$ cat src/rtl/queue_display_ctrl.sv
// Two-button FIFO demo: debounced push/pop, occupancy count and a scanned hex 7-segment display.
// Build option QUEUE_ERR_FLAG_EN adds a sticky err output for push-when-full / pop-when-empty.
module queue_display_ctrl #(
    parameter int DATA_W    = 4,
    parameter int DEPTH     = 8,
    parameter int DB_CYCLES = 250000,
    parameter int SCAN_DIV  = 50000
) (
    input  logic                    clk,
    input  logic                    reset,
    input  logic                    enable,
    input  logic                    btn_push,
    input  logic                    btn_pop,
    input  logic [DATA_W-1:0]       data_in,
    output logic [DATA_W-1:0]       data_out,
    output logic [$clog2(DEPTH):0]  count,
    output logic                    full,
    output logic                    empty,
`ifdef QUEUE_ERR_FLAG_EN
    output logic                    err,
`endif
    output logic [6:0]              seg,
    output logic [DATA_W/4:0]       an
);
    localparam int PTR_W = $clog2(DEPTH);
    localparam int CNT_W = PTR_W + 1;
    localparam int NIB   = DATA_W / 4;
    localparam int NDIG  = NIB + 1;
    localparam int IDX_W = $clog2(NDIG);
    localparam int DIV_W = $clog2(SCAN_DIV + 1);
    localparam int DB_W  = $clog2(DB_CYCLES + 1);

    function automatic logic [6:0] hex7(input logic [3:0] v);
        case (v)
            4'h0: hex7 = 7'h3F;  4'h1: hex7 = 7'h06;  4'h2: hex7 = 7'h5B;  4'h3: hex7 = 7'h4F;
            4'h4: hex7 = 7'h66;  4'h5: hex7 = 7'h6D;  4'h6: hex7 = 7'h7D;  4'h7: hex7 = 7'h07;
            4'h8: hex7 = 7'h7F;  4'h9: hex7 = 7'h6F;  4'hA: hex7 = 7'h77;  4'hB: hex7 = 7'h7C;
            4'hC: hex7 = 7'h39;  4'hD: hex7 = 7'h5E;  4'hE: hex7 = 7'h79;  default: hex7 = 7'h71;
        endcase
    endfunction

    logic [1:0] btn_raw;
    logic [1:0] pulse;
    assign btn_raw = {btn_pop, btn_push};

    // Synchroniser resets high so a button held through reset is seen as already pressed;
    // arming only after a synced low means that press never produces an action.
    for (genvar b = 0; b < 2; b++) begin : g_db
        logic            sync_p0, sync_p1, level, armed, pls;
        logic [DB_W-1:0] db_cnt;

        always_ff @(posedge clk or posedge reset) begin
            if (reset) begin
                sync_p0 <= 1'b1;
                sync_p1 <= 1'b1;
                level   <= 1'b0;
                armed   <= 1'b0;
                pls     <= 1'b0;
                db_cnt  <= '0;
            end else begin
                sync_p0 <= btn_raw[b];
                sync_p1 <= sync_p0;
                armed   <= armed | ~sync_p1;
                pls     <= 1'b0;
                if (sync_p1 == level) begin
                    db_cnt <= '0;
                end else if (db_cnt == DB_W'(DB_CYCLES - 1)) begin
                    db_cnt <= '0;
                    level  <= sync_p1;
                    pls    <= sync_p1 & armed;
                end else begin
                    db_cnt <= db_cnt + 1'b1;
                end
            end
        end

        assign pulse[b] = pls;
    end

    logic [DATA_W-1:0] mem [DEPTH];
    logic [PTR_W-1:0]  wr_ptr, rd_ptr;
    logic              push_act, pop_act, do_push, do_pop;

    assign push_act = pulse[0] & enable;
    assign pop_act  = pulse[1] & enable;
    assign do_pop   = pop_act & ~empty;
    // A push is allowed into a full queue only when a pop frees the slot in the same cycle.
    assign do_push  = push_act & (~full | do_pop);

    always_ff @(posedge clk) begin
        if (do_push) mem[wr_ptr] <= data_in;
    end

    always_ff @(posedge clk or posedge reset) begin
        if (reset) begin
            wr_ptr <= '0;
            rd_ptr <= '0;
            count  <= '0;
        end else begin
            if (do_push) wr_ptr <= (wr_ptr == PTR_W'(DEPTH - 1)) ? '0 : wr_ptr + 1'b1;
            if (do_pop)  rd_ptr <= (rd_ptr == PTR_W'(DEPTH - 1)) ? '0 : rd_ptr + 1'b1;
            count <= count + CNT_W'(do_push) - CNT_W'(do_pop);
        end
    end

    assign full     = (count == CNT_W'(DEPTH));
    assign empty    = (count == '0);
    assign data_out = empty ? '0 : mem[rd_ptr];

`ifdef QUEUE_ERR_FLAG_EN
    always_ff @(posedge clk or posedge reset) begin
        if (reset)
            err <= 1'b0;
        else if ((push_act & ~pop_act & full) | (pop_act & ~push_act & empty))
            err <= 1'b1;
    end
`endif

    logic [IDX_W-1:0]  scan_idx, idx_nxt;
    logic [DIV_W-1:0]  div_cnt, div_nxt;
    logic [DATA_W-1:0] shifted;

    always_ff @(posedge clk or posedge reset) begin
        if (reset) begin
            scan_idx <= '0;
            div_cnt  <= '0;
        end else begin
            scan_idx <= idx_nxt;
            div_cnt  <= div_nxt;
        end
    end

    always_comb begin
        div_nxt = div_cnt + 1'b1;
        idx_nxt = scan_idx;
        if (div_cnt == DIV_W'(SCAN_DIV - 1)) begin
            div_nxt = '0;
            idx_nxt = (scan_idx == IDX_W'(NDIG - 1)) ? '0 : scan_idx + 1'b1;
        end
    end

    // Top digit shows the count; the lower digits show the head entry, blanked when empty.
    always_comb begin
        an           = '0;
        an[scan_idx] = 1'b1;
        shifted      = data_out >> {scan_idx, 2'b00};
        if (scan_idx == IDX_W'(NIB))
            seg = hex7(4'(count));
        else if (empty)
            seg = 7'h00;
        else
            seg = hex7(shifted[3:0]);
    end

endmodule

$ cat config.mk
export PLATFORM = sky130hd
export DESIGN_NAME = queue_display_ctrl
export DESIGN_NICKNAME = d
export VERILOG_FILES = /design/src/rtl/queue_display_ctrl.sv
export SDC_FILE = /design/constraint.sdc
export NUM_CORES = 1
export LEC_CHECK = 0
export CAP_MARGIN = 20
export CELL_PAD_IN_SITES_DETAIL_PLACEMENT = 1
export CELL_PAD_IN_SITES_GLOBAL_PLACEMENT = 2
export CORE_MARGIN = 4
export CORE_UTILIZATION = 40
export DETAILED_ROUTE_END_ITERATION = 10
export PLACE_DENSITY = 0.82
export SLEW_MARGIN = 10
export SYNTH_ARGS = -nofsm -noshare
export SYNTH_HDL_FRONTEND = slang
export SYNTH_SLANG_ARGS = --single-unit
$ cat constraint.sdc
create_clock -name clk -period 3.8 [get_ports clk]
set_input_delay 0.76 -clock clk [delete_from_list [all_inputs] [get_ports clk]]
set_output_delay 0.76 -clock clk [all_outputs]
set_load 0.03 [all_outputs]
==> results of run 1 <==
-- routing by layer --
metal / track usage / share of wire
met1: 0.210 / 0.48
met2: 0.265 / 0.48
met3: 0.0396 / 0.027
met4: 0.0476 / 0.012
met5: 0 / 0
-- path summary, 6_finish.rpt --
path / from / end / slack [ns] / cells past startpoint
max: rd_ptr[1] / seg[4] / 0.18 / 9
min: g_db[0].sync_p0 / g_db[0].sync_p1 / 0.36 / 0
max reg2reg: count[1] / mem[0][3] / 1.11 / 8
min reg2reg: g_db[0].sync_p0 / g_db[0].sync_p1 / 0.36 / 0
max in group asynchronous: reset / g_db[1].sync_p1 / 2.42 / 3
min in group asynchronous: reset / div_cnt[3] / 0.65 / 2
-- cells by family after synthesis --
kind of cell	Yosys count
buffers and inverters	33
AOI/OAI and AO/OA	37
muxes	26
adders and majority gates	26
and+or+nand+nor	191
DFF	105
xor gates and xnor gates	51
-- where the power goes --
| group | switching, mW | total, mW | leakage [nW] | internal [mW] |
|---|---|---|---|---|
| logic | 0.0306 | 0.0449 | 1.16 | 0.0142 |
| clock network | 0.446 | 0.971 | 0.146 | 0.525 |
| registers | 0.00709 | 1.18 | 1.25 | 1.17 |
-- cells in the mapped netlist (3+ instances only) --
cell and count:
dfrtp_1 69, nor2_1 67, nor4b_1 3, o22ai_1 4, xor2_1 28, clkbuf_1 6
nor3_1 17, nand4_1 8, and4_1 4, a21o_1 3, xnor2_1 23, mux2i_1 14
nand2_1 28, nor2b_1 5, o21ai_0 11, nor4_1 6, ha_1 25, inv_1 21
mux4_2 3, and3_1 4, nand2b_1 9, o31ai_1 3, mux2_2 5, nand3_1 30
nand3b_1 3, a31oi_1 3, edfxtp_1 32, a21oi_1 4, dfstp_2 4
-- metrics by stage --
| step | cell area [um2] | hold slack (ns) |
|---|---|---|
| floorplan | 5270 | 0.345 |
| global placement | 5790 | 0.348 |
| detailed placement | 5790 | 0.349 |
| CTS | 6100 | 0.358 |
| global route | 6130 | 0.362 |
| finish | 6130 | 0.357 |
-- registers in the layout, summed over array words and instances, names as in the netlist --
register	count
count	4
div_cnt	16
g_db.armed	2
g_db.db_cnt	36
g_db.level	2
g_db.pls	2
g_db.sync_p0	2
g_db.sync_p1	2
mem	32
rd_ptr	3
scan_idx	1
wr_ptr	3
-- critical path: stages (launching register included) --
cell	delay, ns
dfrtp_1	0.40
buf_4	0.18
mux4_1	0.59
mux2i_2	0.20
nand2b_4	0.18
ha_1	0.17
inv_1	0.08
o31ai_1	0.23
a32oi_1	0.09
dlygate4sd2_1	0.38
-- what timing repair did --
| item | CTS | global route |
|---|---|---|
| hold buffers | 0 | 0 |
| endpoints found under the setup margin | 2 | 6 |
| endpoints found under the hold margin | 0 | 0 |
| resized for setup | 3 | 8 |
-- area by class of cell --
cell class              instances  area (um2)
multi-input cells             331        2350
clock inverters                 7        85.1
repair buffers                 43         372
inverters                      23        86.3
fillers                      1417        6600
well taps                     172         215
flip-flops and latches        105        2790
clock buffers                   9         225
==> impl_metrics.ini, run 1 <==
[route]
ant_nets = 0
vias = 3529
wl_per_cell_um = 15.9
drt-pass1-iter-count = 4
drcViolationCount = 0
wl_um = 11000
drtIter0Drc = 160
via_per_inst = 5.11

[yosys]
synthAdderAreaFrac = 0.0634
synth_xor_area_frac = 0.0851
syn_avg_cell_area_um2 = 11.2
synth-main-ff-cell = dfrtp_1
seq_area_frac_synth = 0.532
ys_types = 50
async_reset_ff_frac = 0.695
synth_mux_area_frac = 0.0675
synth_seq_cells = 105
synth_area_leaders = dfrtp_1 33%, edfxtp_1 18%, ha_1 6.0%, nor2_1 4.8%, xor2_1 4.7%
synth_edf_count = 32
syn-cell-area_um2 = 5250
yosys.area_share.simple = 0.177
ys_warn_count = 0
synth_top_area_frac = 0.329
synth_area_leader_cell = dfrtp_1
synth_top_family_by_area = simple AND/OR/NAND/NOR gates
netlist_instances = 469
synth_nets = 504
synth_compound_area_frac = 0.0453

[sta]
timing.final.ws_setup_ns = 0.185
timing.slew.headroom = 0.416
fin_crit_ns = 3.62
worstMarginPinSlew_ns = 0.869
drv_slew = 0
finalCritPeriodShare = 0.951
finalHoldViolations = 0
fmax_mhz = 277
setup_violations = 0
fin_skew_ns = 0.00985
fin_tns_setup_ns = 0

[clock_tree]
cts_buffer_depth = 2
cts_tree = yes
cts_buffers = 9
post_cts_buffers = 0
cts-htree-levels = 3
clock-sinks = 105
cts-root-buf = clkbuf_16
path_clk_slew_ns = 0.08
clk_latency_ns = 0.35

[global_routing]
antenna_found_initial = 0
grt_pass1_wl_um = 18800
track_usage = 0.161
grt_pass1_vias = 3705
grt_max_degree = 33
overflow = 0

[layout]
stdcell_count = 690
areaGrowthSynthToFinish_pct = 16.8
postLayoutCoreUtil = 0.482
layout-drive-gt1-share = 0.125
final_common_cell = dfrtp_1
final_cell_mix = 69 x dfrtp_1, 66 x nor2_1, 32 x edfxtp_1
diodes = 0
final_net_count = 548

[status]
status = finished clean

[power]
p_leak_nw = 2.56
peakVddDrop_uv = 202
power_mw = 2.20
power_density_nw_per_um2 = 358

[floorplanning]
dieHeight_um = 123
die_width_um = 123
initial_core_util = 0.412
die_area_um2 = 15000
core_area_um2 = 12700
ioPinCount = 28
num_rows = 41

[job]
drv_cap = 0

[placed_design]
globalplace.congestion = 0.867
dpl.cell_count = 674
portBuffers = 27
dp_slack_ns = 0.111
dp_hpwl_um = 8230

[setup_path]
worstPathRequired_ns = 3.04
arrival_ns = 2.86
cp_max_fo = 4
crit_path_end_kind = primary output
worstSetupPathType = register to primary output
worst_setup_path_start_kind = register

[min_path]
hold_path_class = register to register
(Power assumes the default switching activity.)
==> inputs of run 2 (changes only) <==
- MAX_ROUTING_LAYER: unset -> met4
- PLACE_DENSITY: 0.82 -> 0.84
==> run 2 against run 1 <==
Against the previous run:
- global-route usage grew 0.40 points
- first-iteration DRC count is 14% lower
- critical path depth is the same
- register-to-register slack worse by 0.03 ns
- flip-flop and latch count unchanged
- fmax down 0.31%
- clock skew fell by 0.00054 ns
- critical path type unchanged
==> impl_metrics.ini, run 2 (same netlist as run 1, synthesis figures left out) <==
[clock_tree]
cts-root-buf = clkbuf_16
cts_buffer_depth = 2
cts-htree-levels = 3
clk_latency_ns = 0.35
cts_hold_buf = 0
cts_tree = yes
clock-sinks = 105
cts_buffers = 9
path_clk_slew_ns = 0.07

[sta]
finalHoldViolations = 0
timing.slew.headroom = 0.442
fin_crit_ns = 3.63
fin_tns_setup_ns = 0
drv_slew = 0
finalCritPeriodShare = 0.954
fmax_mhz = 276
worstMarginPinSlew_ns = 0.831
timing.final.ws_setup_ns = 0.173
hold_slack_ns = 0.358
setup_violations = 0
fin_skew_ns = 0.00931

[route]
ant_nets = 0
wl_um = 11300
wl_per_cell_um = 16.3
drcViolationCount = 0
via_per_inst = 5.10
vias = 3527
drtIter0Drc = 137
drt-pass1-iter-count = 4

[setup_path]
worst_setup_path_start_kind = register
r2r_start = count[0]
worstPathRequired_ns = 3.04
r2r-end = count[2]
arrival_ns = 2.87
worstSetupPathType = register to primary output
crit_path_end_kind = primary output
r2r_cells = 12
cp_max_fo = 4
path_buf_inv = 3
crit_family = multiplexers
cp_cell_sequence = buf_4 > mux4_1 > mux2i_2 > nand2b_4 > ha_1 > inv_1 > o31ai_1 > a32oi_1 > dlygate4sd1_1
max_stage_delay_ns = 0.60
worst_path_max_delay_cell = mux4_1
r2r_slack_ns = 1.08

[min_path]
hold_path_class = register to register
hold_depth = 0
whs_endpoint = g_db[1].sync_p1
hp-start = g_db[1].sync_p0

[floorplanning]
initial_core_util = 0.412
die_area_um2 = 15000
dieHeight_um = 123
core_area_um2 = 12700
die_width_um = 123
num_rows = 41
ioPinCount = 28

[layout]
stdcell_count = 691
diodes = 0
final_net_count = 549
areaGrowthSynthToFinish_pct = 17.5
postLayoutCoreUtil = 0.485
layout-drive-gt1-share = 0.131
reg_top3 = g_db.db_cnt x36, mem x32, div_cnt x16
regMostFlops = g_db.db_cnt
n_fill_cell = 1416
final_common_cell = dfrtp_1
final_cell_mix = 69 x dfrtp_1, 66 x nor2_1, 32 x edfxtp_1
largest_register_ffs = 36
design_area_um2 = 6170

[placed_design]
portBuffers = 27
dpl.cell_count = 672
globalplace.congestion = 0.835
dp_hpwl_um = 8220
dp_slack_ns = 0.0712
placed_area_um2 = 5780

[status]
status = finished clean

[power]
peakVddDrop_uv = 200
power_density_nw_per_um2 = 366
p_leak_nw = 2.59
power_mw = 2.26

[global_routing]
grt_pass1_vias = 3803
grt_max_degree = 30
track_usage = 0.165
overflow = 0
antenna_found_initial = 0
grt_pass1_wl_um = 18800

[job]
drv_cap = 0
-- run 2: cell count changes in the layout (fill, tap and decap cells not counted), sizes merged --
cell         change
clkinvlp         -2
clkinv           +1
buf              +1
dlygate4sd2      -1
bufinv           +1
dlygate4sd1      +1
-- run 2: worst max path at each step --
stage | from | to | slack, ns | cells after the start
after detailed placement | count[0] | seg[1] | 0.07 | 13
after floorplan | count[2] | seg[5] | 0.009 | 11
after global placement | count[0] | seg[1] | 0.24 | 13
after global routing | rd_ptr[1] | seg[5] | -0.01 | 10
final | rd_ptr[1] | seg[4] | 0.17 | 9
after CTS | count[0] | seg[1] | -0.02 | 13
-- run 2: power breakdown --
part / leakage, nW / switching [mW] / internal, mW
Sequential: 1.25 / 0.00701 / 1.17
Combinational: 1.17 / 0.0308 / 0.0143
Clock: 0.164 / 0.439 / 0.593
-- run 2: timing repair --
item,CTS,global route
resized for setup,6,10
setup buffers,0,3
gates cloned,0,0
setup endpoints to repair,3,6
pin swaps,0,1
-- run 2: layout make-up --
type,count,area (um2),area share
flip-flops and latches,105,2790,0.453
multi-input cells,331,2360,0.383
repair buffers,44,379,0.0615
clock buffers,9,225,0.0365
well taps,172,215,0.0349
clock inverters,7,109,0.0177
inverters,23,86.3,0.0140
-- run 2: metal layers --
metal | global-route usage | vias to the layer above | share of wire
met5 | - | - | 0
met1 | 0.209 | 1741 | 0.47
met4 | 0.0623 | 0 | 0.016
li1 | - | 1729 | -
met3 | 0.0253 | 13 | 0.026
met2 | 0.268 | 44 | 0.49
==> inputs of run 3 (changes only) <==
- CTS_CLUSTER_DIAMETER: unset -> 30
==> results of run 3 <==
Final layout, timing and power as in run 2 (identical DEF).
